--- src/rtl/freq_div_pkg.sv ---
// Shared definitions for the clock-divider family and the divided-clock period meter.
package freq_div_pkg;

  typedef enum logic [1:0] {
    ST_IDLE    = 2'd0,
    ST_ARM     = 2'd1,
    ST_MEASURE = 2'd2
  } meter_state_e;

  localparam int DEF_WIDTH       = 16;
  localparam int DEF_SYNC_STAGES = 2;

endpackage

--- src/rtl/div_clk_period_meter_if.sv ---
// Control/result bundle of the period meter; master drives the stimulus, slave is the meter.
interface div_clk_period_meter_if #(
  parameter int WIDTH = freq_div_pkg::DEF_WIDTH
);
  logic             enable;
  logic             sig_in;
  logic             edge_tick;
  logic [WIDTH-1:0] period;
  logic             period_valid;
  logic             timeout;

  modport master (output enable, sig_in, input edge_tick, period, period_valid, timeout);
  modport slave  (input enable, sig_in, output edge_tick, period, period_valid, timeout);
endinterface

--- src/rtl/sync_rise_det.sv ---
// Synchronizes an asynchronous level and flags its rising edges in the clk domain.
module sync_rise_det
  import freq_div_pkg::*;
#(
  parameter int SYNC_STAGES = DEF_SYNC_STAGES
) (
  input  logic clk,
  input  logic reset_ah_in,
  input  logic sig_in,
  output logic edge_det
);

  logic [SYNC_STAGES-1:0] sync_q;
  logic                   sig_sync;
  logic                   sig_prev;

  assign sig_sync = sync_q[SYNC_STAGES-1];

  // edge_det is registered so the parent never sees a path straight off the synchronizer
  always_ff @(posedge clk or posedge reset_ah_in) begin
    if (reset_ah_in) begin
      sync_q   <= '0;
      sig_prev <= 1'b0;
      edge_det <= 1'b0;
    end else begin
      sync_q   <= {sync_q[SYNC_STAGES-2:0], sig_in};
      sig_prev <= sig_sync;
      edge_det <= sig_sync & ~sig_prev;
    end
  end

endmodule

--- src/rtl/div_clk_period_meter.sv ---
// Measures the period of a divided clock, sampled as data, in clk cycles with timeout on saturation.
module div_clk_period_meter
  import freq_div_pkg::*;
#(
  parameter int WIDTH       = DEF_WIDTH,
  parameter int SYNC_STAGES = DEF_SYNC_STAGES
) (
  input logic                   clk,
  input logic                   reset_ah_in,
  div_clk_period_meter_if.slave bus
);

  localparam logic [WIDTH-1:0] CNT_MAX = '1;
  localparam logic [WIDTH-1:0] CNT_ONE = WIDTH'(1);

  logic             edge_det;
  meter_state_e     state_q, state_d;
  logic [WIDTH-1:0] cnt_q, cnt_d;
  logic [WIDTH-1:0] period_q, period_d;
  logic             pv_q, pv_d;
  logic             tick_q, tick_d;
  logic             to_q, to_d;

  sync_rise_det #(.SYNC_STAGES(SYNC_STAGES)) u_sync (
    .clk         (clk),
    .reset_ah_in (reset_ah_in),
    .sig_in      (bus.sig_in),
    .edge_det    (edge_det)
  );

  always_comb begin
    state_d  = state_q;
    cnt_d    = cnt_q;
    period_d = period_q;
    pv_d     = 1'b0;
    tick_d   = 1'b0;
    to_d     = to_q;
    if (!bus.enable) begin
      state_d = ST_IDLE;
      cnt_d   = '0;
      to_d    = 1'b0;
    end else begin
      tick_d = edge_det && (state_q != ST_IDLE);
      unique case (state_q)
        ST_IDLE: begin
          state_d = ST_ARM;
          cnt_d   = '0;
        end
        ST_ARM: begin
          if (edge_det) begin
            state_d = ST_MEASURE;
            cnt_d   = CNT_ONE;
            to_d    = 1'b0;
          end
        end
        ST_MEASURE: begin
          // an edge landing on the saturated count still reports a valid period
          if (edge_det) begin
            period_d = cnt_q;
            pv_d     = 1'b1;
            cnt_d    = CNT_ONE;
          end else if (cnt_q == CNT_MAX) begin
            to_d    = 1'b1;
            state_d = ST_ARM;
            cnt_d   = '0;
          end else begin
            cnt_d = cnt_q + CNT_ONE;
          end
        end
        default: begin
          state_d = ST_IDLE;
          cnt_d   = '0;
        end
      endcase
    end
  end

  always_ff @(posedge clk or posedge reset_ah_in) begin
    if (reset_ah_in) begin
      state_q  <= ST_IDLE;
      cnt_q    <= '0;
      period_q <= '0;
      pv_q     <= 1'b0;
      tick_q   <= 1'b0;
      to_q     <= 1'b0;
    end else begin
      state_q  <= state_d;
      cnt_q    <= cnt_d;
      period_q <= period_d;
      pv_q     <= pv_d;
      tick_q   <= tick_d;
      to_q     <= to_d;
    end
  end

  assign bus.edge_tick    = tick_q;
  assign bus.period       = period_q;
  assign bus.period_valid = pv_q;
  assign bus.timeout      = to_q;

endmodule

--- src/flat_wrapper.sv ---
// flat-port wrapper written by rule: the top's interface ports become plain ports
module div_clk_period_meter_flat import freq_div_pkg::*;
#(
  parameter int WIDTH       = DEF_WIDTH,
  parameter int SYNC_STAGES = DEF_SYNC_STAGES
)
  (clk, reset_ah_in, bus_enable, bus_sig_in, bus_edge_tick, bus_period, bus_period_valid, bus_timeout);
  div_clk_period_meter_if #(.WIDTH(WIDTH)) bus_i ();
  input logic clk;
  input logic reset_ah_in;
  input wire logic [$bits(bus_i.enable)-1:0] bus_enable;
  input wire logic [$bits(bus_i.sig_in)-1:0] bus_sig_in;
  output wire logic [$bits(bus_i.edge_tick)-1:0] bus_edge_tick;
  output wire logic [$bits(bus_i.period)-1:0] bus_period;
  output wire logic [$bits(bus_i.period_valid)-1:0] bus_period_valid;
  output wire logic [$bits(bus_i.timeout)-1:0] bus_timeout;
  assign bus_i.enable = bus_enable;
  assign bus_i.sig_in = bus_sig_in;
  assign bus_edge_tick = bus_i.edge_tick;
  assign bus_period = bus_i.period;
  assign bus_period_valid = bus_i.period_valid;
  assign bus_timeout = bus_i.timeout;
  div_clk_period_meter #(.WIDTH(WIDTH), .SYNC_STAGES(SYNC_STAGES)) u_core (.clk(clk), .reset_ah_in(reset_ah_in), .bus(bus_i));
endmodule
--- config.mk ---
export PLATFORM = sky130hd
export DESIGN_NAME = div_clk_period_meter_flat
export DESIGN_NICKNAME = d
export VERILOG_FILES = /design/src/rtl/freq_div_pkg.sv /design/src/rtl/div_clk_period_meter_if.sv /design/src/rtl/sync_rise_det.sv /design/src/rtl/div_clk_period_meter.sv /design/src/flat_wrapper.sv
export SDC_FILE = /design/constraint.sdc
export NUM_CORES = 1
export LEC_CHECK = 0
export BUFFER_PORTS_ARGS = -buffer_cell sky130_fd_sc_hd__buf_2
export CORE_MARGIN = 3
export CORE_UTILIZATION = 55
export DETAILED_ROUTE_END_ITERATION = 7
export HOLD_SLACK_MARGIN = 0.08
export PLACE_DENSITY_LB_ADDON = 0.2
export SLEW_MARGIN = 20
export SYNTH_ARGS = -nofsm -noshare
export SYNTH_HDL_FRONTEND = slang
export SYNTH_SLANG_ARGS = --single-unit
--- constraint.sdc ---
create_clock -name clk -period 3.35 [get_ports clk]
set_input_delay 0.1675 -clock clk [delete_from_list [all_inputs] [get_ports clk]]
set_output_delay 0.1675 -clock clk [all_outputs]
set_load 0.02 [all_outputs]
### After elaboration in Yosys (flattened, before gate mapping)

Cells that the tools add are included.

| word-level totals | value |
|---|---|
| word-level logic and storage cells | 44 |
| bits in read-only memories | 0 |
| bits in registers | 41 |
| memories | 0 |
| latch bits | 0 |
| bits in writable memories | 0 |
| output and inout port bits | 19 |
| bits of input ports | 4 |

| operators by class | value |
|---|---|
| mux-type cells | 19 |
| bitwise operators | 2 |
| equality and inequality tests | 7 |
| shifts and indexed selects | 0 |
| order comparisons | 0 |
| $add $sub $neg | 1 |
| div/mod/pow operators | 0 |
| reduce and logical (&&, ||, !) cells | 6 |
| multipliers | 0 |

Operators by type and width:

| operator | count |
|---|---|
| 16-bit 2-to-1 mux | 4 |
| 16-bit case mux with 2 select lines | 1 |
| 16-bit by 1-bit adder with 16-bit output, second input constant | 1 |
| 16-bit equality test, second input constant | 1 |
| 1-bit 2-to-1 mux | 8 |
| 2-bit 2-to-1 mux | 4 |
| 3-bit != test, second input constant | 2 |
| 2-bit case mux with 3 select lines | 1 |
| 3-bit AND reduction | 2 |
| 4-bit AND reduction | 1 |
| 3-bit by 1-bit != test with 1-bit output, second input constant | 1 |
| 3-bit by 2-bit != test with 1-bit output, second input constant | 1 |
| 2-bit by 1-bit equality test with 1-bit output, second input constant | 1 |
| 2-bit equality test, second input constant | 1 |
| 2-bit logical NOT | 1 |
| 1-bit case mux with 2 select lines | 1 |
| 2-bit nonzero test | 1 |
| 1-bit bitwise AND | 1 |
| 1-bit logical AND | 1 |
| 1-bit inverter | 1 |

### Logic depth before layout (Yosys ltp)

| depth | value |
|---|---|
| word-level depth | 5 |
| mapped depth | 8 |

### By module

From an unflattened synthesis, not the netlist that was laid out.

| unflattened totals | value |
|---|---|
| cell total of the unflattened synthesis | 177 |
| area, all modules | 1,918.1 µm² |

Modules (own cells, without submodules):

| module | instances | sequential area each (µm²) | cells an instance | area an instance (µm²) |
|---|---|---|---|---|
| div_clk_period_meter | 1 | 925.9 | 171 | 1,800.5 |
| sync_rise_det | 1 | 100.1 | 6 | 117.6 |

### Worst setup path after synthesis

Ideal clock, no wire load.

| timing path | value |
|---|---|
| path type | register -> register |
| start | register u_core.cnt_q[1] |
| end | register u_core.to_q, in the netlist u_core.bus.timeout |
| slack | 1.422 ns |
| path buffers | 1 |
| library setup time | 0.078 ns |
| stages on the path, launching flop included | 7 |
| arrival | 1.850 ns |
| required time | 3.272 ns |
| path through | dfrtp_1 ha_1 nand3_1 or4_1 buf_2 or4b_1 a21boi_1 |

| between the ends | value |
|---|---|
| longest elaborated chain between the ends | 3 |

RTL lines:

| element | line | source |
|---|---|---|
| from (decl) | div_clk_period_meter.sv:18 | `logic [WIDTH-1:0] cnt_q, cnt_d;` |
| from (signal assigned) | div_clk_period_meter.sv:88 | `cnt_q <= cnt_d;` |
| 16-bit equality test | div_clk_period_meter.sv:62 | `end else if (cnt_q == CNT_MAX) begin` |
| 3-bit by 2-bit != test with 1-bit output (no line) | -- |  |
| 4-bit AND reduction (no line) | -- |  |
| to (signal assigned) | div_clk_period_meter.sv:92 | `to_q <= to_d;` |
| to (decl) | div_clk_period_meter.sv:22 | `logic to_q, to_d;` |

Every way passes these cells.
A chain may end at the register's enable or synchronous reset.

### Worst setup path in the final report

| timing path | value |
|---|---|
| start | register u_core.cnt_q[1] |
| end | register u_core.cnt_q[6] |

| between the ends | value |
|---|---|
| longest elaborated chain between the ends | 5 |

RTL lines:

| element | line | source |
|---|---|---|
| 16-bit by 1-bit adder with 16-bit output or 16-bit equality test (tied branches) | div_clk_period_meter.sv:67, div_clk_period_meter.sv:62 |  |
| 16-bit 2-to-1 mux (*) | div_clk_period_meter.sv:62 |  |
| 16-bit 2-to-1 mux (*) | div_clk_period_meter.sv:58 | `if (edge_det) begin` |
| 16-bit case mux with 2 select lines (*) | div_clk_period_meter.sv:44 | `unique case (state_q)` |
| 16-bit 2-to-1 mux (*) | div_clk_period_meter.sv:38 | `if (!bus.enable) begin` |

Every way passes the cells marked *; elsewhere a longest branch is shown, timed or not.

==> results.txt <==
The power density normalized to cell area was 392 nW/um2. Global routing used 19.5% of the available tracks. The number of antenna violations at the first check in global routing is 0, and the chip height is 65.1 um. After synthesis, the most frequently instantiated cells are sky130_fd_sc_hd__dfrtp_1, sky130_fd_sc_hd__nand2_1, sky130_fd_sc_hd__mux2_2, sky130_fd_sc_hd__nor2_1.

The smallest clock period supported by the final layout is computed as 2.35 ns. Setup repair after global routing left no endpoint under its margin. The congestion estimate from routability-driven global placement came to 0.845.

The number of max-slew violations in the final report came out at 0. Leading register cell type out of synthesis: sky130_fd_sc_hd__dfrtp_1. The power after layout came out at 0.840 mW. The number of antenna diodes in the final layout is 0. The final layout contains routed wiring with a total length of 3700 um. Once the floorplan was initialized, standard cells occupied 60.0% of the core.

Clock transition at the register clock pins on the worst setup and hold paths after CTS: 0.12 ns. Synthesis instantiated 40 different standard cells from the library. The largest single stage delay on the critical path is 0.63 ns.

The logs give 0 for the sum of overflow across all layers after global routing and 0 for the quantity of gates resized following cts. The total via count after detailed routing was 1441. Across the run, the number of max-cap violations was 0. For the worst setup path, the data required time is 3.58 ns.

STA classifies the critical path startpoint as a flip-flop. The clock root buffer master was sky130_fd_sc_hd__clkbuf_4. The start point of the critical path was u_core.cnt_q[1].

The first detailed-routing pass ran for 4 iterations. The die area came out at 4240 um2. Critical path's top delay family: simple AND/OR/NAND/NOR gates. The maximum operating frequency was 426 MHz; the slew at the pin closest to its max-slew limit was 0.880 ns.

For this design, the sink count on the clock tree is 41. The number of nets handed over by synthesis was 187. Synthesis produced 178 cells. The total DRC errors in the routed layout is 0. The synthesized design contains 41 register bits. After clock tree synthesis, the setup repair step added 0 buffers.

STA classifies the critical path endpoint as a flip-flop. The minimum setup slack among reg-to-reg paths came out at 1.00 ns. Summed over its instances, the top area cell type makes up 53.4% of the synthesized netlist area.

The switching portion of total power was 27.5%; the clock latency of the later-clocked register in the worst-skew pair was 0.36 ns. At the placement stage, the worst setup path has a slack of 1.05 ns. The number of I/O port buffers came out at 22.

In this run the critical register-to-register path is launched from u_core.cnt_q[1]. The CTS buffer count is 5, and the share of post-route cells with drive strength above 1 is 22.5%. The run gives 0 as the total setup violations reported at the end of the flow. The count of flip-flops with a built-in enable after synthesis works out to 0.

The area of the core is 3200 um2, and the maximum net fanout on the critical path is 9. The via count normalized by instance count works out to 5.81. The number of nets in the layout was 212. Headroom to the max-slew limit came out at 41.2%. In this run the worst hold path is classified as in2reg. Yosys instantiated no cell more often than sky130_fd_sc_hd__dfrtp_1.

The fraction of power consumed by combinational cells was 10.0%; the pin count of the biggest net entering global routing was 42. The via count of the first global-routing pass is 1412, and the reported leakage power is 1.00 nW. After synthesis, the share of flip-flops with an asynchronous set or reset is 100%.

Traced cell by cell, the critical path runs through ha_1, nand3_1, or4_1, a21oi_1, nor2_1. Pin placement for this block handled 23 I/O pins. For the worst setup path, the data arrival time is 2.58 ns. In this run the number of H-tree levels came out at 2. Layout-stage area growth over the synthesis result: 11.5%. The hold path startpoint was bus_enable. Setup slack on the critical path of the routed design comes to 1.00 ns. Adding up every negative setup slack in the final design gives 0 ns. For the largest clock skew in the final design, the log shows 0.00492 ns. The total of warnings raised by yosys is 0, and the portion of total power attributed to the clock network is 29.2%. On the critical path, the stage with the largest delay is an instance of sky130_fd_sc_hd__or4_1.

In this run the remaining antenna-violating nets after routing total 0. The share of the clock period used by the worst path after layout was 70.1%. Ranked by total cell area, the synthesized netlist is headed by sky130_fd_sc_hd__dfrtp_1, sky130_fd_sc_hd__mux2_2, sky130_fd_sc_hd__nand2_1.

The cell area that synthesis handed to floorplanning was 1920 um2. The clock passes through at most 2 buffers. The first-pass GRT wire length came out at 6310 um. The tools report the capturing element of the worst setup path as u_core.cnt_q[6]. The run finished with clean final reports. The worst-case IR drop observed on VDD is 0.257 mV. The logs give 66.9% for the final design utilization and 0.231 mW for the switching power of the nets. The critical path is of the reg2reg type. The routed wirelength normalized by instance count is 14.9 um, and the first-iteration detailed-routing DRC count is 80.

The mean post-synth cell area is 10.8 um2, and the count of cells along the worst register-to-register path is 5. Sequential cells account for 60.8% of the total power. In this run the critical register-to-register path is captured at u_core.cnt_q[6]. Top cell type by total area after synthesis: sky130_fd_sc_hd__dfrtp_1.

The buffering stage count on the worst path with inverters included was 0. For the count of final hold-check violations, the log shows 0. TritonCTS built the clock tree.

The die outline width came out at 65.1 um. The row count was 20; the part of the Yosys area used for sequential elements was 53.4%. After legalization and detailed placement, the total HPWL measured 2610 um.

The cell-internal power was 0.609 mW; the number of gates on the worst path with buffers counted was 5.
[how the worst min path moves through the flow]
| stage | to | slack, ns | depth (start not counted) |
|---|---|---|---|
| after detailed placement | u_core.u_sync.sync_q[0] | 0.28 | 1 |
| after global placement | u_core.u_sync.sync_q[0] | 0.28 | 1 |
| after floorplan | u_core.u_sync.sync_q[0] | 0.20 | 0 |
| final | u_core.bus.edge_tick | 0.10 | 3 |
| after global routing | u_core.bus.edge_tick | 0.11 | 3 |
| after CTS | u_core.bus.edge_tick | 0.1 | 3 |
[state kept, by name, indices dropped and copies added (netlist names)]
signal,flops
u_core.cnt_q,16
u_core.bus.period_valid,1
u_core.bus.period,16
u_core.u_sync.edge_det,1
u_core.state_q,2
u_core.bus.edge_tick,1
u_core.u_sync.sync_q,2
u_core.u_sync.sig_prev,1
u_core.bus.timeout,1
[area by class of cell]
class	instances	area, um2
fill	272	1060
sequential	41	1030
multi-input combinational	120	832
timing repair buffer	25	138
tap	44	55.1
clock buffer	5	37.5
inverter	10	37.5
clock inverter	3	17.5
[power groups by stage]
stage	clock, mW	combinational (mW)	sequential [mW]
6_report	0.245	0.0841	0.511
5_1_grt	0.275	0.0943	0.512
4_1_cts	0.252	0.0841	0.511
3_5_place_dp	0	0.0819	0.520
3_3_place_gp	0	0.0788	0.519
2_1_floorplan	0	0.0632	0.518
[worst reg2reg max path, cell delays in order, from the launching register on]
cell,delay [ns]
sky130_fd_sc_hd__dfrtp_1,0.42
sky130_fd_sc_hd__ha_1,0.23
sky130_fd_sc_hd__nand3_1,0.22
sky130_fd_sc_hd__or4_1,0.63
sky130_fd_sc_hd__a21oi_1,0.59
sky130_fd_sc_hd__nor2_1,0.12
[placed cells by master, fill, tap and decap left out, drive strengths merged, types with 2 or more instances in the layout]
cell | Yosys | routed
nand4 | 5 | 5
xor2 | 2 | 2
nand2 | 18 | 18
o31ai | 3 | 3
buf | 1 | 23
dfrtp | 41 | 41
clkinv | 0 | 2
clkbuf | 6 | 5
mux2i | 4 | 4
a31oi | 2 | 2
mux2 | 13 | 13
ha | 5 | 5
nand3b | 2 | 2
nand4b | 2 | 2
nand3 | 6 | 6
nor3 | 4 | 4
xnor2 | 4 | 4
a21oi | 3 | 3
or4 | 3 | 3
o21ai | 10 | 10
dlygate4sd3 | 0 | 2
inv | 10 | 10
or3 | 2 | 2
o211ai | 2 | 2
nor2 | 11 | 11
nor4 | 4 | 4
[per-stage QoR]
step	instance area, um2	std cells	hold slack [ns]
6_report	2140	248	0.105
5_1_grt	2140	248	0.115
4_1_cts	2140	248	0.0966
3_5_place_dp	2070	238	0.277
3_3_place_gp	2070	238	0.276
2_1_floorplan	1920	178	0.199
[repair_timing]
action                                  CTS  global route
hold buffers                              2             0
hold endpoints to repair                 42             0
endpoints found under the setup margin    0             0
[cell families after synthesis]
logic type | count (synthesis) | share of synthesized area [%]
and+or+nand+nor | 65 | 18.6
DFF | 41 | 53.4
buffers and inverters | 17 | 3.38
AOI/OAI and AO/OA | 27 | 8.98
muxes | 17 | 9.69
adders and majority gates | 5 | 3.25
xor gates and xnor gates | 6 | 2.73
[per-layer routing]
metal / vias up / GRT usage (%) / part of all wire (%)
met5: - / 0 / 0
met4: 0 / 7.77 / 1.7
met3: 7 / 5.81 / 5.2
met2: 37 / 31.2 / 48
met1: 706 / 24.9 / 45
li1: 691 / - / -
No activity file was read; power rests on OpenSTA's default activity.
